## config.mk

```make
export PLATFORM = sky130hd
export DESIGN_NAME = thermo_convert_scheduler
export DESIGN_NICKNAME = d
export VERILOG_FILES = /design/src/rtl/thermo_convert_scheduler.sv
export SDC_FILE = /design/constraint.sdc
export NUM_CORES = 1
export LEC_CHECK = 0
export BUFFER_PORTS_ARGS = -buffer_cell sky130_fd_sc_hd__buf_2
export CELL_PAD_IN_SITES_DETAIL_PLACEMENT = 0
export CELL_PAD_IN_SITES_GLOBAL_PLACEMENT = 2
export CORE_MARGIN = 4
export CORE_UTILIZATION = 28
export DETAILED_ROUTE_END_ITERATION = 12
export GPL_ROUTABILITY_DRIVEN = 0
export HOLD_SLACK_MARGIN = 0.08
export MAX_ROUTING_LAYER = met4
export PLACE_DENSITY_LB_ADDON = 0.1
export RECOVER_POWER = 25
export SLEW_MARGIN = 10
export SYNTH_ARGS = -nofsm -noshare
export SYNTH_HDL_FRONTEND = slang
export SYNTH_SLANG_ARGS = --single-unit
export TNS_END_PERCENT = 20
```

## constraint.sdc

```tcl
create_clock -name clk -period 3 [get_ports clk]
set_clock_uncertainty 0.15 [all_clocks]
set_input_delay 0.6 -clock clk [delete_from_list [all_inputs] [get_ports clk]]
set_output_delay 0.6 -clock clk [all_outputs]
set_load 0.02 [all_outputs]
```

## src/rtl/thermo_convert_scheduler.sv

```systemverilog
// Round-robin arbiter that serialises one requester's thermometer word into a shared converter and returns its result.
// Grant to done is SERIAL_INPUT_LENGTH+3 cycles (converter dependent); optional WAIT timeout under THERMO_SCHED_TIMEOUT_EN.
module thermo_convert_scheduler #(
  parameter int NUM_REQ             = 4,
  parameter int SERIAL_INPUT_LENGTH = 33,
  parameter int TIMEOUT_CYCLES      = 8
) (
  input  logic                                         clk,
  input  logic                                         rst,
  input  logic [NUM_REQ-1:0]                           req,
  input  logic [NUM_REQ*SERIAL_INPUT_LENGTH-1:0]       req_data,
  output logic [NUM_REQ-1:0]                           gnt,
  output logic [NUM_REQ-1:0]                           done,
  output logic [$clog2(SERIAL_INPUT_LENGTH-1):0]       result,
  output logic                                         busy,
  output logic                                         conv_start,
  output logic                                         conv_serial,
  input  logic                                         conv_valid,
  input  logic [$clog2(SERIAL_INPUT_LENGTH-1):0]       conv_result,
  output logic                                         timeout_err
);

  localparam int RES_W   = $clog2(SERIAL_INPUT_LENGTH-1) + 1;
  localparam int L       = SERIAL_INPUT_LENGTH;
  localparam int PTR_W   = (NUM_REQ > 1) ? $clog2(NUM_REQ) : 1;
  localparam int CNT_MAX = (L > TIMEOUT_CYCLES) ? L : TIMEOUT_CYCLES;
  localparam int CNT_W   = $clog2(CNT_MAX + 1);

  localparam logic [CNT_W-1:0]   LAST_BIT = CNT_W'(L - 1);
  localparam logic [PTR_W-1:0]   LAST_REQ = PTR_W'(NUM_REQ - 1);
  localparam logic [NUM_REQ-1:0] ONE_HOT0 = NUM_REQ'(1);

  localparam logic [2:0] S_IDLE  = 3'd0;
  localparam logic [2:0] S_START = 3'd1;
  localparam logic [2:0] S_SHIFT = 3'd2;
  localparam logic [2:0] S_WAIT  = 3'd3;
  localparam logic [2:0] S_RESP  = 3'd4;

  logic [2:0]       state;
  logic [PTR_W-1:0] rr_ptr;
  logic [PTR_W-1:0] gnt_idx;
  logic [PTR_W-1:0] pick_idx;
  logic [PTR_W-1:0] cand_idx;
  logic             pick_vld;
  logic [L-1:0]     shreg;
  logic [CNT_W-1:0] cnt;
  int               cand;

  // Scan from the farthest offset down so the requester closest to rr_ptr wins.
  always_comb begin
    pick_vld = 1'b0;
    pick_idx = rr_ptr;
    cand     = 0;
    cand_idx = '0;
    for (int k = NUM_REQ - 1; k >= 0; k--) begin
      cand = int'(rr_ptr) + k;
      if (cand >= NUM_REQ) cand = cand - NUM_REQ;
      cand_idx = PTR_W'(cand);
      if (req[cand_idx]) begin
        pick_vld = 1'b1;
        pick_idx = cand_idx;
      end
    end
  end

`ifdef THERMO_SCHED_TIMEOUT_EN
  localparam logic [CNT_W-1:0] TO_LAST = CNT_W'(TIMEOUT_CYCLES - 1);
  logic timeout_q;
  assign timeout_err = timeout_q;
`else
  assign timeout_err = 1'b0;
`endif

  always_ff @(posedge clk or posedge rst) begin
    if (rst) begin
      state       <= S_IDLE;
      rr_ptr      <= '0;
      gnt_idx     <= '0;
      gnt         <= '0;
      done        <= '0;
      result      <= '0;
      busy        <= 1'b0;
      conv_start  <= 1'b0;
      conv_serial <= 1'b0;
      shreg       <= '0;
      cnt         <= '0;
`ifdef THERMO_SCHED_TIMEOUT_EN
      timeout_q   <= 1'b0;
`endif
    end else begin
      conv_start <= 1'b0;
      done       <= '0;
`ifdef THERMO_SCHED_TIMEOUT_EN
      timeout_q  <= 1'b0;
`endif
      case (state)
        S_IDLE: begin
          if (pick_vld) begin
            gnt     <= ONE_HOT0 << pick_idx;
            gnt_idx <= pick_idx;
            shreg   <= req_data[int'(pick_idx)*L +: L];
            busy    <= 1'b1;
            state   <= S_START;
          end
        end
        // The first serial bit leaves together with the start pulse.
        S_START: begin
          conv_start  <= 1'b1;
          conv_serial <= shreg[L-1];
          shreg       <= {shreg[L-2:0], 1'b0};
          cnt         <= CNT_W'(1);
          state       <= S_SHIFT;
        end
        S_SHIFT: begin
          conv_serial <= shreg[L-1];
          shreg       <= {shreg[L-2:0], 1'b0};
          if (cnt == LAST_BIT) begin
            cnt   <= '0;
            state <= S_WAIT;
          end else begin
            cnt <= cnt + 1'b1;
          end
        end
        S_WAIT: begin
          conv_serial <= 1'b0;
          if (conv_valid) begin
            result <= conv_result;
            done   <= gnt;
            state  <= S_RESP;
          end
`ifdef THERMO_SCHED_TIMEOUT_EN
          else if (cnt == TO_LAST) begin
            result    <= '0;
            done      <= gnt;
            timeout_q <= 1'b1;
            state     <= S_RESP;
          end else begin
            cnt <= cnt + 1'b1;
          end
`endif
        end
        S_RESP: begin
          gnt    <= '0;
          busy   <= 1'b0;
          rr_ptr <= (gnt_idx == LAST_REQ) ? '0 : gnt_idx + 1'b1;
          state  <= S_IDLE;
        end
        default: begin
          gnt   <= '0;
          busy  <= 1'b0;
          state <= S_IDLE;
        end
      endcase
    end
  end

endmodule
```

# Word level (Yosys, flattened, before mapping)

Cells that the tools add are included.

$add $sub $neg: 9
Multipliers: 1
Order comparisons: 8
Eq/ne operators: 9
Shift operators: 2
Multiplexer cells: 37
Bitwise operators: 1
Reductions and logical operators: 11

Operator list:

| cell                                                                          | count |
|---|---|
| 132-bit by 9-bit indexed part select with 33-bit output                       | 1 |
| 33-bit one-hot mux with 2 select lines                                        | 1 |
| 33-bit two-way mux                                                            | 1 |
| 2-bit two-way mux                                                             | 9 |
| 2-bit by 3-bit less-than comparator with 1-bit output (second input constant) | 4 |
| 4-bit two-way mux                                                             | 3 |
| 3-bit one-hot mux with 4 select lines                                         | 1 |
| 6-bit one-hot mux with 2 select lines                                         | 1 |
| 1-bit two-way mux                                                             | 10 |
| 3-bit greater-or-equal comparator (second input constant)                     | 3 |
| 3-bit two-way mux                                                             | 3 |
| 1-bit binary-select mux with 2-bit select                                     | 4 |
| 2-bit by 6-bit multiplier with 8-bit output (second input constant)           | 1 |
| 4-bit one-hot mux with 2 select lines                                         | 1 |
| 2-bit AND reduction                                                           | 4 |
| 2-bit by 1-bit subtractor with 2-bit output (second input constant)           | 4 |
| 2-bit by 2-bit adder with 3-bit output (second input constant)                | 2 |
| 6-bit by 1-bit adder with 6-bit output (second input constant)                | 1 |
| 3-bit by 2-bit == test with 1-bit output (second input constant)              | 2 |
| 6-bit == test (second input constant)                                         | 1 |
| 6-bit two-way mux                                                             | 1 |
| 2-bit != test (second input constant)                                         | 3 |
| 2-bit nonzero test                                                            | 3 |
| 1-bit one-hot mux with 2 select lines                                         | 2 |
| 12 further kinds                                                              | 12 |

Register bits after elaboration: 63
Input bits: 145
Output and inout port bits: 18

# Depth between registers and ports, before layout

Word-level depth: 13
Depth in mapped cells: 8

# Worst setup path before layout

Ideal clock, no wire load.

Kind: input to register
Start point: in req[1]
End point: reg shreg[0]
Data arrival time: 1.961 ns
Data required time: 2.729 ns
Setup slack: 0.768 ns
Stages on the path: 5
Buffers on the path: 1
Cell sequence: buf_2 > or3_4 > nand3_4 > mux4_2 > a22o_1

Cells in the longest elaborated chain, start to end: 10

RTL lines:

| element                                                 | RTL line | text |
|---|---|---|
| start: declaration                                      | 10       | `input logic [NUM_REQ-1:0] req,` |
| 1-bit binary-select mux with 2-bit select               | 59       | `if (req[cand_idx]) begin` |
| 1-bit two-way mux (not written as such)                 | 59       |  |
| 2-bit two-way mux (4 in series)                         | 59       |  |
| 2-bit by 6-bit multiplier with 8-bit output             | 101      | `shreg <= req_data[int'(pick_idx)*L +: L];` |
| 132-bit by 9-bit indexed part select with 33-bit output | 101      |  |
| 33-bit two-way mux                                      | 98       | `if (pick_vld) begin` |
| 33-bit one-hot mux with 2 select lines                  | 96       | `case (state)` |
| end signal: assignment                                  | 101      |  |
| end signal: assignment                                  | 110      | `shreg <= {shreg[L-2:0], 1'b0};` |
| end signal: assignment                                  | 116      | `shreg <= {shreg[L-2:0], 1'b0};` |
| end: declaration                                        | 45       | `logic [L-1:0] shreg;` |

Several ways; a longest one is shown, not always the timed one. The select of a mux whose other input is x is not followed.
A chain may end at the register's enable or synchronous reset.

# Worst setup path after layout

Start point: reg rr_ptr[1]
End point: reg shreg[26]

Cells in the longest elaborated chain, start to end: 13

RTL lines:

| element                                                                                          | RTL line | text |
|---|---|---|
| start: declaration                                                                               | 40       | `logic [PTR_W-1:0] rr_ptr;` |
| start signal: assignment                                                                         | 145      | `rr_ptr <= (gnt_idx == LAST_REQ) ? '0 : gnt_idx + 1'b1;` |
| 2-bit by 2-bit adder with 3-bit output                                                           | 56       | `cand = int'(rr_ptr) + k;` |
| 3-bit greater-or-equal comparator or 2-bit by 1-bit subtractor with 2-bit output (tied branches) | 57       | `if (cand >= NUM_REQ) cand = cand - NUM_REQ;` |
| 2-bit two-way mux                                                                                | 57       |  |
| 1-bit binary-select mux with 2-bit select                                                        | 59       |  |
| 1-bit two-way mux (not written as such)                                                          | 59       |  |
| 2-bit two-way mux (4 in series)                                                                  | 59       |  |
| 2-bit by 6-bit multiplier with 8-bit output                                                      | 101      |  |
| 132-bit by 9-bit indexed part select with 33-bit output                                          | 101      |  |
| 33-bit two-way mux                                                                               | 98       |  |
| 33-bit one-hot mux with 2 select lines                                                           | 96       |  |

Several ways; a longest one is shown, not always the timed one. The select of a mux whose other input is x is not followed.

==> results_dict.tcl <==
set metrics [dict create \
    status "finished with violations" \
    violations "capacitance limit, slew limit" \
    grt_max_degree 64 \
    multiInputGateArea_um2 2370 \
    synth.net_count 602 \
    vdd_drop_max_mv 0.390 \
    hp-class "reg -> reg" \
    critPathArrivalTime_ps 2620 \
    ys_types 55 \
    cts-root-buf "clkbuf_16" \
    clkSlewWorstSetupHoldPaths_ps 60 \
    setup_tns_ps 0 \
    ant_nets 0 \
    yosysSeqAreaShare_pct 37.9 \
    dr.pass1.iters 5 \
    coreArea_um2 14500 \
    place_hpwl_um 11000 \
    htreeDepth 3 \
    reg2reg_depth 6 \
    synth_xor_area_share_pct 0.210 \
    top_usage_layer "met2" \
    initial_core_util_pct 28.7 \
    max-slew-margin-rel_pct -7.96 \
    cts-hold-fix-buffers 0 \
    drv_slew 64 \
    total_power_mw 5.58 \
    hold_violations 0 \
    drt-total-wl_um 15700 \
    grt_use_total_pct 19.0 \
    drt_iter0_drc 254 \
    pin_count 163 \
    grt_pass1_wl_um 23900 \
    layout_min_cycle_time_ps 2520 \
    synthCells 454 \
    seqCellArea_um2 1580 \
    power_per_cell_area_nw_per_um2 1020 \
    cts_setup_buffers 0 \
    fillers 1530 \
    fin_crit_sh_pct 84.1 \
    detail_route.vias_per_cell 5.64 \
    whs_ps 342 \
    num_vias 4396 \
    rsz0062_at_grt "no" \
    post_route_cells_drive_above_1_share_pct 37.4 \
    rrSetupSlack_ps 480 \
    min_path_cells 1 \
    critPathLaunchType "flip-flop" \
    netlist_area_um2 4160 \
    ctsLongestPathBuffers 2 \
    synth.area.top_cells "dfrtp_1 38%, o31a_1 6.7%, and4_1 6.3%, o22ai_1 5.0%, a21oi_1 4.4%" \
    synthMuxAreaShare_pct 2.97 \
    cp.required_ps 3100 \
    ys_warn_count 0 \
    num-nets-final 736 \
    synthArstFlopShare_pct 100 \
    ctsResizeCount 0 \
    num_rows 44 \
    grt_pass1_vias 4328 \
    max_freq_ghz 0.396 \
    endpoint_kind "flip-flop" \
    synth_top_area_share_pct 37.9 \
    finalSetupViolations 0 \
    cts_tree "done" \
    use_met1_pct 25.3 \
    yosys.area_share.simple_pct 16.5 \
    antenna_found_initial 3 \
    die_y_um 130 \
    synth_top_family_by_area "compound AO/OA/AOI/OAI gates" \
    worst_slew_pin_slew_ps 1620 \
    crit_type "reg -> reg" \
    port_buffers 161 \
    clock_latency_ps 330 \
    synth_ff_type "dfrtp_1" \
    clock_sinks 63 \
    dieWidth_um 130 \
    drv_cap 1 \
    synthAdderAreaFrac_pct 0.901 \
    crit_fanout 18 \
    wl_per_cell_um 20.2 \
    leakagePower_nw 2.33 \
    cts_buffers 9 \
    ys_ff_latch 63 \
    grt.overflow.total 0 \
    synth_compound_area_share_pct 35.2 \
    synth_top_area_cell "dfrtp_1" \
    grtUsageMet3_pct 4.30 \
    dieArea_um2 16900 \
    finalNonFillerCells 780 \
    synth.avg_cell_area_um2 9.17 \
    synth_edf_count 0 \
    use_met2_pct 29.3 \
    dp.cells 761 \
    synthToLayoutAreaGrowth_pct 31.9 \
    drc_errors 0 \
]
==> placed cells by master (no fill, tap or decap), types with 11 or more instances in the layout <==
cell type	n
nor2_1	14
and4_1	30
o21ai_0	24
o21ai_1	23
dfrtp_1	63
nand2_1	13
buf_2	161
o31a_1	32
o211ai_1	20
o22ai_1	33
a31oi_1	21
a21oi_1	36
a221oi_1	12
buf_4	11
==> stage by stage <==
step           instance area, um^2  utilization [%]  setup WS (ps)
2_1_floorplan                 4160                -            680
3_3_place_gp                  5130             35.3            284
3_5_place_dp                  5130             35.3            226
4_1_cts                       5500             37.8            440
5_1_grt                       5490             37.8            280
6_report                      5490             37.8            478
==> registers in the layout, indices dropped and copies added, names as in the netlist <==
| name | cells |
|---|---|
| conv_serial | 1 |
| result | 6 |
| gnt | 4 |
| busy | 1 |
| gnt_idx | 2 |
| done | 4 |
| shreg | 33 |
| rr_ptr | 2 |
| cnt | 6 |
| conv_start | 1 |
| state | 3 |
==> power by group <==
part | internal (mW) | switching, mW | total (mW)
sequential | 1.23 | 0.350 | 1.58
combinational | 1.07 | 1.63 | 2.70
clock | 0.898 | 0.405 | 1.30
total | 3.20 | 2.39 | 5.58
==> routing by layer <==
layer,vias up,wire length (um)
met5,-,0
met4,0,229
met3,18,1100
met2,196,7290
met1,2112,7100
li1,2070,-
==> critical path, cell delays in order, from the launching register on <==
cell and delay (ps):
dfrtp_1 580, o22ai_1 250, a21oi_1 90, o21ai_2 680, buf_4 350, a221oi_1 120, a21oi_1 220
==> final timing paths <==
path	startpoint	endpoint
max in group asynchronous	rst	shreg[6]
max	rr_ptr[1]	shreg[26]
max reg2reg	rr_ptr[1]	shreg[26]
min	gnt_idx[0]	rr_ptr[0]
min reg2reg	gnt_idx[0]	rr_ptr[0]
min in group asynchronous	rst	shreg[25]
==> cell families after synthesis <==
| group | after synthesis |
|---|---|
| AND/OR/NAND/NOR | 101 |
| multiplexers | 10 |
| XOR/XNOR | 1 |
| AO/OA/AOI/OAI | 219 |
| buffers and inverters | 56 |
| adder cells (fa/ha/maj) | 3 |
| other | 1 |
| flip-flops | 63 |
==> final cells by class <==
cell class                 instances  share of cell area, %
clock buffer                       9                   4.10
antenna                            3                  0.137
inverter                           5                  0.342
sequential                        63                   28.7
multi-input combinational        335                   43.2
clock inverter                     7                   2.64
tap                              184                   4.19
timing repair buffer             174                   16.6
==> Yosys cell counts, types with 3 or more instances <==
cell type and instances:
a21oi_1 37, a221oi_1 12, a31oi_1 21, and2_1 4
and3_1 3, and4_1 30, buf_2 20, buf_4 5
clkbuf_1 25, dfrtp_1 63, ha_1 3, inv_1 5
mux2_2 9, nand2_1 13, nand2b_1 7, nand3_1 5
nor2_1 14, nor2b_1 7, nor3_1 4, o211ai_1 20
o21ai_0 24, o21ai_1 24, o22ai_1 33, o31a_1 32
(Power assumes the default switching activity.)
